[config.mk]
export PLATFORM = sky130hd
export DESIGN_NAME = divider
export DESIGN_NICKNAME = d
export VERILOG_FILES = /design/src/rtl/divider_pkg.sv /design/src/rtl/divider_iter.sv /design/src/rtl/divider.sv
export SDC_FILE = /design/constraint.sdc
export NUM_CORES = 1
export LEC_CHECK = 0
export BUFFER_PORTS_ARGS = -buffer_cell sky130_fd_sc_hd__clkbuf_2
export CAP_MARGIN = 20
export CORE_ASPECT_RATIO = 1.25
export CORE_MARGIN = 8
export CORE_UTILIZATION = 60
export CTS_CLUSTER_SIZE = 25
export DETAILED_ROUTE_END_ITERATION = 7
export GPL_ROUTABILITY_DRIVEN = 0
export PLACE_DENSITY = 0.91
export SLEW_MARGIN = 40
export SYNTH_ARGS = -nofsm -noshare
export SYNTH_HDL_FRONTEND = slang
export SYNTH_SLANG_ARGS = --single-unit
[constraint.sdc]
create_clock -name clk -period 4.92 [get_ports clk]
set_clock_uncertainty 0.15 [all_clocks]
set_input_delay 0.738 -clock clk [delete_from_list [all_inputs] [get_ports clk]]
set_output_delay 0.738 -clock clk [all_outputs]
set_load 0.05 [all_outputs]
[src/rtl/divider_pkg.sv]
// Shared constants, FSM state type and magnitude helpers for the signed divider.
package divider_pkg;

  localparam int unsigned WIDTH = 64;
  localparam int unsigned CNT_W = 7;

  localparam logic [CNT_W-1:0] ITERS = CNT_W'(WIDTH);
  localparam logic [WIDTH-1:0] SMIN  = {1'b1, {(WIDTH-1){1'b0}}};

  typedef enum logic [1:0] {
    IDLE,
    RUN,
    FIX,
    DONE
  } state_t;

  // Unsigned magnitude; SMIN maps to 2^(WIDTH-1), which still fits in WIDTH bits.
  function automatic logic [WIDTH-1:0] mag(input logic [WIDTH-1:0] x);
    return x[WIDTH-1] ? WIDTH'(-x) : x;
  endfunction

  function automatic logic [WIDTH-1:0] cond_neg(input logic [WIDTH-1:0] x, input logic neg);
    return neg ? WIDTH'(-x) : x;
  endfunction

endpackage

[src/rtl/divider_iter.sv]
// One restoring shift-subtract step on unsigned magnitudes.
module divider_iter
  import divider_pkg::*;
(
  input  logic [WIDTH:0]   rem,
  input  logic [WIDTH-1:0] quo,
  input  logic [WIDTH-1:0] divisor,
  output logic [WIDTH:0]   rem_next,
  output logic [WIDTH-1:0] quo_next
);

  logic [WIDTH+1:0] shifted;
  logic [WIDTH+1:0] divisor_ext;

  always_comb begin
    shifted     = {rem, quo[WIDTH-1]};
    divisor_ext = {2'b00, divisor};
    if (shifted >= divisor_ext) begin
      rem_next = (WIDTH+1)'(shifted - divisor_ext);
      quo_next = {quo[WIDTH-2:0], 1'b1};
    end else begin
      rem_next = (WIDTH+1)'(shifted);
      quo_next = {quo[WIDTH-2:0], 1'b0};
    end
  end

endmodule

[src/rtl/divider.sv]
// Multi-cycle signed divider, C semantics (truncating quotient, remainder follows dividend).
module divider
  import divider_pkg::*;
(
  input  logic             clk,
  input  logic             rst,
  input  logic             start,
  input  logic [WIDTH-1:0] a,
  input  logic [WIDTH-1:0] b,
  output logic [WIDTH-1:0] quotient,
  output logic [WIDTH-1:0] r,
  output logic             overflow,
  output logic             busy,
  output logic             done
);

  state_t             state_q, state_d;
  logic [CNT_W-1:0]   cnt_q, cnt_d;
  logic [WIDTH:0]     rem_q, rem_d;
  logic [WIDTH-1:0]   quo_q, quo_d;
  logic [WIDTH-1:0]   div_q, div_d;
  logic               sign_a_q, sign_a_d;
  logic               sign_b_q, sign_b_d;
  logic               dz_q, dz_d;
  logic               min_neg1_q, min_neg1_d;
  logic [WIDTH-1:0]   quotient_q, quotient_d;
  logic [WIDTH-1:0]   r_q, r_d;
  logic               overflow_q, overflow_d;
  logic               busy_q, busy_d;
  logic               done_q, done_d;

  logic [WIDTH:0]     rem_nx;
  logic [WIDTH-1:0]   quo_nx;

  divider_iter u_iter (
    .rem      (rem_q),
    .quo      (quo_q),
    .divisor  (div_q),
    .rem_next (rem_nx),
    .quo_next (quo_nx)
  );

  always_ff @(posedge clk) begin
    if (rst) begin
      state_q    <= IDLE;
      cnt_q      <= '0;
      rem_q      <= '0;
      quo_q      <= '0;
      div_q      <= '0;
      sign_a_q   <= 1'b0;
      sign_b_q   <= 1'b0;
      dz_q       <= 1'b0;
      min_neg1_q <= 1'b0;
      quotient_q <= '0;
      r_q        <= '0;
      overflow_q <= 1'b0;
      busy_q     <= 1'b0;
      done_q     <= 1'b0;
    end else begin
      state_q    <= state_d;
      cnt_q      <= cnt_d;
      rem_q      <= rem_d;
      quo_q      <= quo_d;
      div_q      <= div_d;
      sign_a_q   <= sign_a_d;
      sign_b_q   <= sign_b_d;
      dz_q       <= dz_d;
      min_neg1_q <= min_neg1_d;
      quotient_q <= quotient_d;
      r_q        <= r_d;
      overflow_q <= overflow_d;
      busy_q     <= busy_d;
      done_q     <= done_d;
    end
  end

  // RUN spends one extra cycle at cnt==ITERS so done lands 66 edges after accept.
  always_comb begin
    state_d    = state_q;
    cnt_d      = cnt_q;
    rem_d      = rem_q;
    quo_d      = quo_q;
    div_d      = div_q;
    sign_a_d   = sign_a_q;
    sign_b_d   = sign_b_q;
    dz_d       = dz_q;
    min_neg1_d = min_neg1_q;
    quotient_d = quotient_q;
    r_d        = r_q;
    overflow_d = overflow_q;

    case (state_q)
      IDLE: begin
        if (start) begin
          state_d    = RUN;
          cnt_d      = '0;
          rem_d      = '0;
          quo_d      = mag(a);
          div_d      = mag(b);
          sign_a_d   = a[WIDTH-1];
          sign_b_d   = b[WIDTH-1];
          dz_d       = (b == '0);
          min_neg1_d = (a == SMIN) && (b == '1);
        end
      end
      RUN: begin
        if (cnt_q == ITERS) begin
          state_d = FIX;
        end else begin
          rem_d = rem_nx;
          quo_d = quo_nx;
          cnt_d = cnt_q + CNT_W'(1);
        end
      end
      FIX: begin
        quotient_d = dz_q ? '1 : cond_neg(quo_q, sign_a_q ^ sign_b_q);
        r_d        = cond_neg(rem_q[WIDTH-1:0], sign_a_q);
        overflow_d = dz_q | min_neg1_q;
        state_d    = DONE;
      end
      DONE: begin
        state_d = IDLE;
      end
      default: begin
        state_d = IDLE;
      end
    endcase

    busy_d = (state_d == RUN) || (state_d == FIX);
    done_d = (state_d == DONE);
  end

  assign quotient = quotient_q;
  assign r        = r_q;
  assign overflow = overflow_q;
  assign busy     = busy_q;
  assign done     = done_q;

endmodule

* Yosys cells after proc, flatten, opt, wreduce, memory -nomap -nowiden
Index checks and enable logic that the tools add are counted.
Word-level totals: flip-flop bits (word level) 337, logic and storage cells 60, input bits 131
Cells by class: magnitude comparators 1, equal/unequal tests 11, reduce and logical (&&, ||, !) cells 7, bitwise gates (word level) 2, mux-type cells 19, $add $sub $neg 6
Operators by type and width (count):
- two-way mux 64 bit | 7
- negator 64 bit | 4
- two-way mux 65 bit | 3
- one-hot mux 65 bit (2 select lines) | 1
- equality test 64 bit (second input constant) | 2
- one-hot mux 64 bit (2 select lines) | 1
- greater-or-equal comparator 66 x 64 -> 1 bit | 1
- subtractor 65 x 64 -> 65 bit | 1
- logical NOT 64 bit | 1
- two-way mux 7 bit | 2
- one-hot mux 7 bit (2 select lines) | 1
- equality test 2 bit (second input constant) | 4
- one-hot mux 2 bit (4 select lines) | 1
- adder 7 x 1 -> 7 bit (second input constant) | 1
- equality test 7 bit (second input constant) | 1
- equality test 2 x 1 -> 1 bit (second input constant) | 2
- two-way mux 2 bit | 2
- inequality test 2 bit (second input constant) | 2
- AND reduction 3 bit | 1
- logical NOT 2 bit | 1
- AND reduction 2 bit | 1
- nonzero test 2 bit | 1
- logical AND 1 bit | 1
- logical OR 1 bit | 1
- 3 further kinds | 3

* Depth between registers and ports, before layout
Gate-level depths: netlist of run 1.
depth in word-level cells 5, depth in mapped cells 16

* By module
From an unflattened synthesis of run 1, not the netlist that was laid out.
Second synthesis, totals: cells, all modules 3160, area, all modules 23506.3 um^2
By module, submodules not included:
- divider | times used 1, cells an instance 2305, sequential area each 6746.5 um^2, area each 18018.5 um^2
- divider_iter | times used 1, cells an instance 855, sequential area each 0.0 um^2, area each 5487.8 um^2

* Worst setup path before layout of run 1
Ideal clock, no wire load.
path kind input port to flip-flop, start input port b[8], end register div_q[60], path buffers 0, path slack 0.660 ns, stages on the path 9, arrival time 4.025 ns, cell sequence or4_4 > or4_4 > or4_4 > or4_4 > or3_4 > or4_4 > o31ai_2 > xor2_1 > a211oi_1
Between the ends: word-level cells in the longest chain between the ends 2
Ends and longest elaborated chain:
- start: declaration | line divider.sv:9 | input logic [WIDTH-1:0] b,
- negator 64 bit | line divider_pkg.sv:19 | return x[WIDTH-1] ? WIDTH'(-x) : x;
- two-way mux 64 bit | line divider_pkg.sv:19
- end signal: assignment | line divider.sv:64 | div_q <= div_d;
- end: declaration | line divider.sv:21 | logic [WIDTH-1:0] div_q, div_d;
Every way passes these cells. A chain may end at the register's enable or synchronous reset.

* Worst setup path after layout of run 1
start register quo_q[12], end register quotient_q[53], in the netlist quotient[53]
Between the ends: word-level cells in the longest chain between the ends 3
Ends and longest elaborated chain:
- start: declaration | line divider.sv:20 | logic [WIDTH-1:0] quo_q, quo_d;
- start signal: assignment | line divider.sv:63 | quo_q <= quo_d;
- negator 64 bit | line divider_pkg.sv:23 | return neg ? WIDTH'(-x) : x;
- two-way mux 64 bit | line divider_pkg.sv:23
- two-way mux 64 bit | line divider.sv:116 | quotient_d = dz_q ? '1 : cond_neg(quo_q, sign_a_q ^ sign_b_q);
- end signal: assignment | line divider.sv:69 | quotient_q <= quotient_d;
- end: declaration | line divider.sv:26 | logic [WIDTH-1:0] quotient_q, quotient_d;
Every way passes these cells.

==> results.ini, run 1 <==
[routing]
dr_wl_met3_um = 5876
routed_wl_um = 68980
viasPerCell = 6.392
drt-met1-wl_um = 24330
drt-initial-drc-count = 2027
top_layer = met5
dr.pass1.iters = 6
met2_length_um = 33750
post-route-drc-count = 0
ant_nets = 0
wl_per_cell_um = 19.56
vias = 22540

[logic_synthesis]
avgSynthCellArea_um2 = 7.641
synth-edff-count = 0
synth_area_mm2 = 0.02193
synth_fp_nets = 3073
synth_top_cell_by_area = dfxtp_1
ys.flop_type = dfxtp_1
async_reset_ff_frac = 0
ys_seq_elements = 337
yosysWarningCount = 0
seq_area_frac_synth = 0.3077
synth_top_area_frac = 0.3077
ys_top_cells_by_area = dfxtp_1 31%, xor2_1 8.7%, a211oi_1 7.1%, nor2_1 6.2%, a21oi_1 4.7%
ys_types = 69
postSynthCellCount = 2870

[critical_path]
cp_max_fo = 8
cp_slowest_stage_delay_ns = 0.60
cp_data_required_time_ns = 5.17
critPathArrivalTime_ns = 4.49
crit_top_cell = nor3_1
startpoint_type = flop
path_cells = or4_1 -> or4_1 -> nor3_1 -> nand3_1 -> or3_1 -> nor4_2 -> a21oi_1 -> xor2_1 -> nor3_1 -> nor3_1
r2r_slack_ns = 0.69
worstSetupPathType = flop to flop
crit-reg2reg-launch = quo_q[12]
reg2reg_depth = 10
cpMaxStageDelayCell = or4_1
crit_path_end_kind = flop
reg2reg_to = quotient[53]

[grt]
antenna_found_initial = 10
grt_pass1_wl_um = 110700
grt_usage = 0.3077
grt_max_degree = 116
grt_pass1_vias = 21930
overflow = 0

[hold_path]
hp-class = flop to flop
min_from = r[11]
hold_depth = 2
min_to = r[11]

[clocking]
cts.htree.levels = 2
cts_max_path_buffers = 3
root_buffer = clkbuf_16
clock_sinks = 337
cts_hold_buf = 0
clk_latency_ns = 0.55
cts_tree = done
numCtsBuffers = 37
clkTransAtPathRegs_ns = 0.06
cts_setup_buffers = 0
cts_resized = 0

[final_layout]
nets = 3216
area_growth_syn_to_layout_pct = 12.89
num-fill-cells = 2863
drive_gt1_frac = 0.1336

[power_and_ir_drop]
p_leak_nw = 9.989
power.density_mw_per_mm2 = 430.2
ir_drop_mv = 0.2740
power_mw = 10.65

[timing]
holdWs_ns = 0.2983
post-route-min-period_ns = 4.232
rsz0062_at_grt = false
fin_crit_sh = 0.8603
drv_slew = 0
setup_viol = 0
setup_tns_ns = 0
hold_viol_final = 0
slew_headroom = 0.4157
max_freq_mhz = 236.3
worst_pin_slew_ns = 0.8742

[placement]
dp_hpwl_um = 51050
portBuffers = 261

[floorplan]
dieArea_mm2 = 0.04296
start_util = 0.6056
rows = 78
fp.dieH_um = 229.7
io-pin-count = 262
die_x_um = 187.0
core_mm2 = 0.03621

[run]
cap_violations = 0

[run_status]
status = complete, no violations

cell usage after synthesis (21+ instances only):
cell	n
o41ai_1	32
a211oi_1	207
nand3_1	31
mux2i_1	33
nand2_1	250
ha_1	71
inv_1	105
o21ai_0	183
nor2_1	365
nor3_1	77
xnor2_1	84
dfxtp_1	337
nor4_1	29
a21o_1	36
nand2b_1	21
or4_1	36
o31ai_1	60
a21oi_1	207
nand4_1	50
xor2_1	219
clkbuf_1	171
or3_1	48
worst max-delay path: cells and delay by family, from the launching register on:
family	cells	cell delay (ns)
flops	1	0.37
xor+xnor	1	0.18
compound gates	1	0.18
simple gates	8	3.23
final cells by class:
cell class,count,area (um2),area share
clock inverters,18,230.2,0.009300
inverters,105,394.1,0.01592
repair buffers,293,1618,0.06535
clock buffers,47,1066,0.04306
flip-flops and latches,337,6748,0.2726
diodes,7,17.52,0.0007076
well taps,480,600.6,0.02426
multi-input cells,2239,14080,0.5688
where the power goes:
group / leakage, nW / switching (mW) / total (mW) / internal [mW]
registers: 2.74 / 0.310 / 3.23 / 2.92
clock network: 0.643 / 1.16 / 2.96 / 1.80
logic: 6.60 / 2.74 / 4.46 / 1.72
per-layer routing:
layer  up-vias  track usage
met3       351      0.06299
met5         -            0
met2      1221       0.5459
met1     10290       0.3255
met4         8       0.2090
li1      10670            -
cell usage in the layout, fill, tap and decap left out, types with 8 or more instances in the layout:
cell	synthesis	routed
nor2_1	365	361
or3_1	48	48
xnor2_1	84	83
o41ai_1	32	31
or4_1	36	36
inv_1	105	105
a22oi_1	16	16
o21ai_0	183	183
a311oi_1	8	8
nand4_1	50	50
xor2_1	219	218
nand2b_1	21	20
or2_2	15	15
a21o_1	36	36
clkbuf_2	0	259
clkinv_2	0	9
nor4_1	29	29
o21bai_1	20	20
nor3_1	77	77
a31oi_1	10	10
nand3_1	31	31
and3_1	11	11
nand2_1	250	250
dfxtp_1	337	336
ha_1	71	71
clkbuf_16	0	39
mux2i_1	33	33
buf_4	0	26
o21a_1	9	9
a21oi_1	207	207
a211oi_1	207	207
nor2b_1	9	8
o31ai_1	60	60
o211ai_1	16	16
worst max-delay path by stage:
| stage | start | end | slack (ns) | cells after the start |
|---|---|---|---|---|
| finish | quo_q[12] | quotient[53] | 0.69 | 10 |
| global route | quo_q[12] | quotient[57] | 0.48 | 10 |
| CTS | rem_q[13] | r[49] | 0.77 | 9 |
| detailed placement | b[8] | div_q[60] | 0.35 | 10 |
| global placement | b[8] | div_q[60] | 0.37 | 10 |
| floorplan | b[8] | div_q[60] | 0.66 | 9 |
flip-flops by register name, summed over array words and instances, names as in the netlist:
signal      flops
quo_q          64
overflow        1
state_q         2
rem_q          65
sign_b_q        1
done            1
dz_q            1
min_neg1_q      1
cnt_q           7
busy            1
r              64
quotient       64
div_q          64
sign_a_q        1
per-stage QoR:
stage               utilization  instance area, um2  setup WS [ns]  instances
global route             0.6836               24750         0.4801       3524
CTS                      0.6826               24710         0.7734       3518
detailed placement       0.6468               23420         0.3529       3453
global placement         0.6457               23380         0.3689       3452
finish                   0.6837               24760         0.6875       3526
floorplan                     -               21930         0.6598       2870
cells by family after synthesis:
family          share of synthesized area
buf+inv                           0.05318
xor+xnor                           0.1210
compound gates                     0.2536
flops                              0.3077
simple gates                       0.2066
mux                               0.01660
fa+ha+maj                         0.04142
No activity file was read; power rests on OpenSTA's default activity.
==> inputs of run 2 (changes only) <==
--- a/config.mk
+++ b/config.mk
@@ -14,6 +14,7 @@
 export DETAILED_ROUTE_END_ITERATION = 7
 export GPL_ROUTABILITY_DRIVEN = 0
 export PLACE_DENSITY = 0.91
+export REMOVE_ABC_BUFFERS = 1
 export SLEW_MARGIN = 40
 export SYNTH_ARGS = -nofsm -noshare
 export SYNTH_HDL_FRONTEND = slang
==> run 2 against run 1 <==
Via count grew 0.17%. Largest cell class unchanged. Sequential share of layout area is essentially flat. Worst hold slack lost 0.0017 ns. Critical endpoint is now rem_q[63]. Total power fell by 1.4%. Clock power fell by 6%.
==> results.ini, run 2 (synthesis results as in run 1) <==
[run_status]
status = complete, no violations

[critical_path]
startpoint_type = flop
path_cells = inv_1 -> ha_1 -> inv_1 -> fa_1 -> a21o_1 -> a311oi_1 -> or4_1 -> nand3_1 -> a41oi_1 -> o21bai_1 -> a31o_2 -> mux2_2 -> a22oi_1 -> o21ai_0
cpMaxStageDelayCell = a31o_2
cp_max_fo = 22  ; +14
critPathBufInv = 2  ; +2
critPathArrivalTime_ns = 4.57  ; +0.08 ns
worstSetupPathType = flop to flop
crit_top_cell = inv_1
cpLargestDelayFamily = compound AO/OA/AOI/OAI gates
cp_data_required_time_ns = 5.19  ; +0.02 ns
cp_slowest_stage_delay_ns = 0.70  ; +0.10 ns
crit_path_end_kind = flop

[timing]
max_freq_mhz = 232.0  ; -1.8%
fin_crit_sh = 0.8760  ; +0.01574
worst_slack_ns = 0.6101  ; -0.07742 ns
slew_headroom = 0.4196  ; +0.003830
drv_slew = 0  ; unchanged
rsz0062_at_grt = false
worst_pin_slew_ns = 0.8627  ; -0.01150 ns
setup_tns_ns = 0  ; unchanged
setup_viol = 0  ; unchanged
hold_viol_final = 0  ; unchanged
post-route-min-period_ns = 4.310  ; +0.07742 ns

[placement]
portBuffers = 261  ; unchanged
dp_hpwl_um = 50040  ; -2.0%
dp_slack_ns = 0.2738  ; -0.07907 ns

[final_layout]
nets = 3217  ; +0.031%
mostFrequentLayoutCell = nor2_1
top_register = rem_q
drive_gt1_frac = 0.1331  ; -0.0004605
largest_reg_flops = 65  ; unchanged
area_growth_syn_to_layout_pct = 12.71
final_cell_mix = 362 x nor2_1, 336 x dfxtp_1, 259 x clkbuf_2, 250 x nand2_1, 218 x xor2_1

[routing]
post-route-drc-count = 0  ; unchanged
wl_per_cell_um = 19.58  ; about the same
ant_nets = 0  ; unchanged
dr.pass1.iters = 6  ; unchanged
drt-initial-drc-count = 2238  ; +10%
vias = 22580  ; +0.17%
routed_wl_um = 69080  ; +0.15%
viasPerCell = 6.400  ; +0.12%

[clocking]
clkTransAtPathRegs_ns = 0.06  ; about the same
root_buffer = clkbuf_16
clock_sinks = 337  ; unchanged
numCtsBuffers = 36  ; -2.7%
cts_tree = done
cts_resized = 0  ; unchanged
cts.htree.levels = 2  ; unchanged
cts_hold_buf = 0  ; unchanged
clk_latency_ns = 0.55  ; about the same
cts_setup_buffers = 0  ; unchanged
cts_max_path_buffers = 3  ; unchanged

[grt]
grt_usage = 0.3050  ; -0.002726
grt_pass1_wl_um = 109900  ; -0.76%
grt_max_degree = 119  ; +2.6%
grt_pass1_vias = 21630  ; -1.4%
overflow = 0  ; unchanged
antenna_found_initial = 12  ; +2

[power_and_ir_drop]
power_mw = 10.50  ; -1.4%
power.density_mw_per_mm2 = 424.9  ; -1.2%
ir_drop_mv = 0.3149  ; +15%
p_leak_nw = 9.963  ; -0.26%

[floorplan]
dieArea_mm2 = 0.04296  ; unchanged
io-pin-count = 262  ; unchanged
core_mm2 = 0.03621  ; unchanged
fp.dieH_um = 229.7  ; unchanged
rows = 78  ; unchanged
die_x_um = 187.0  ; unchanged
start_util = 0.6056  ; unchanged

[run]
cap_violations = 0  ; unchanged

[hold_path]
hp-class = flop to flop

## run 2: changes by cell type in the layout (fill, tap and decap cells not counted), moves of 2 or more
cell,delta
clkbuf_16,-2
clkbuf_1,+4
buf_12,+3
bufinv_16,-2
inv_6,+2
## run 2: final cells by class
type	instances	area, um2
clock buffer	48	1017
inverter	105	394.1
clock inverter	18	187.7
tap	480	600.6
timing repair buffer	295	1647
sequential	337	6748
antenna	6	15.01
fill	2837	11490
multi-input combinational	2239	14110
## run 2: worst register-to-register path, cell delays in order, from the launching register on
cell	delay (ns)
dfxtp_1	0.32
inv_1	0.08
ha_1	0.21
inv_1	0.07
fa_1	0.24
a21o_1	0.22
a311oi_1	0.15
or4_1	0.57
nand3_1	0.19
a41oi_1	0.20
o21bai_1	0.40
a31o_2	0.70
mux2_2	0.41
a22oi_1	0.16
o21ai_0	0.11
## run 2: per-layer routing
metal  track usage  vias up  part of all wire
li1              -    10650                 -
met1        0.3226    10310              0.35
met2        0.5244     1224              0.48
met3       0.07283      376             0.091
met4        0.2264       10             0.078
met5             0        -           0.00096
## run 2: final timing paths
| kind | from | endpoint | slack (ns) | depth (start not counted) |
|---|---|---|---|---|
| max | quo_q[63] | rem_q[63] | 0.61 | 14 |
| max reg2reg | quo_q[63] | rem_q[63] | 0.61 | 14 |
| min | r[50] | r[50] | 0.30 | 2 |
| min reg2reg | r[50] | r[50] | 0.30 | 2 |
## run 2: power breakdown
part | internal (mW) | switching [mW] | total, mW
clock | 1.63 | 1.16 | 2.79
combinational | 1.74 | 2.75 | 4.49
sequential | 2.92 | 0.300 | 3.22
## run 2: through the flow
step / hold slack [ns] / util / cell area, um2 / cells
after floorplan: 0.2758 / - / 21160 / 2681
after global placement: 0.2896 / 0.6462 / 23400 / 3453
after detailed placement: 0.2949 / 0.6470 / 23430 / 3454
after CTS: 0.3015 / 0.6803 / 24630 / 3520
after global routing: 0.3291 / 0.6823 / 24700 / 3524
final: 0.2966 / 0.6826 / 24720 / 3528
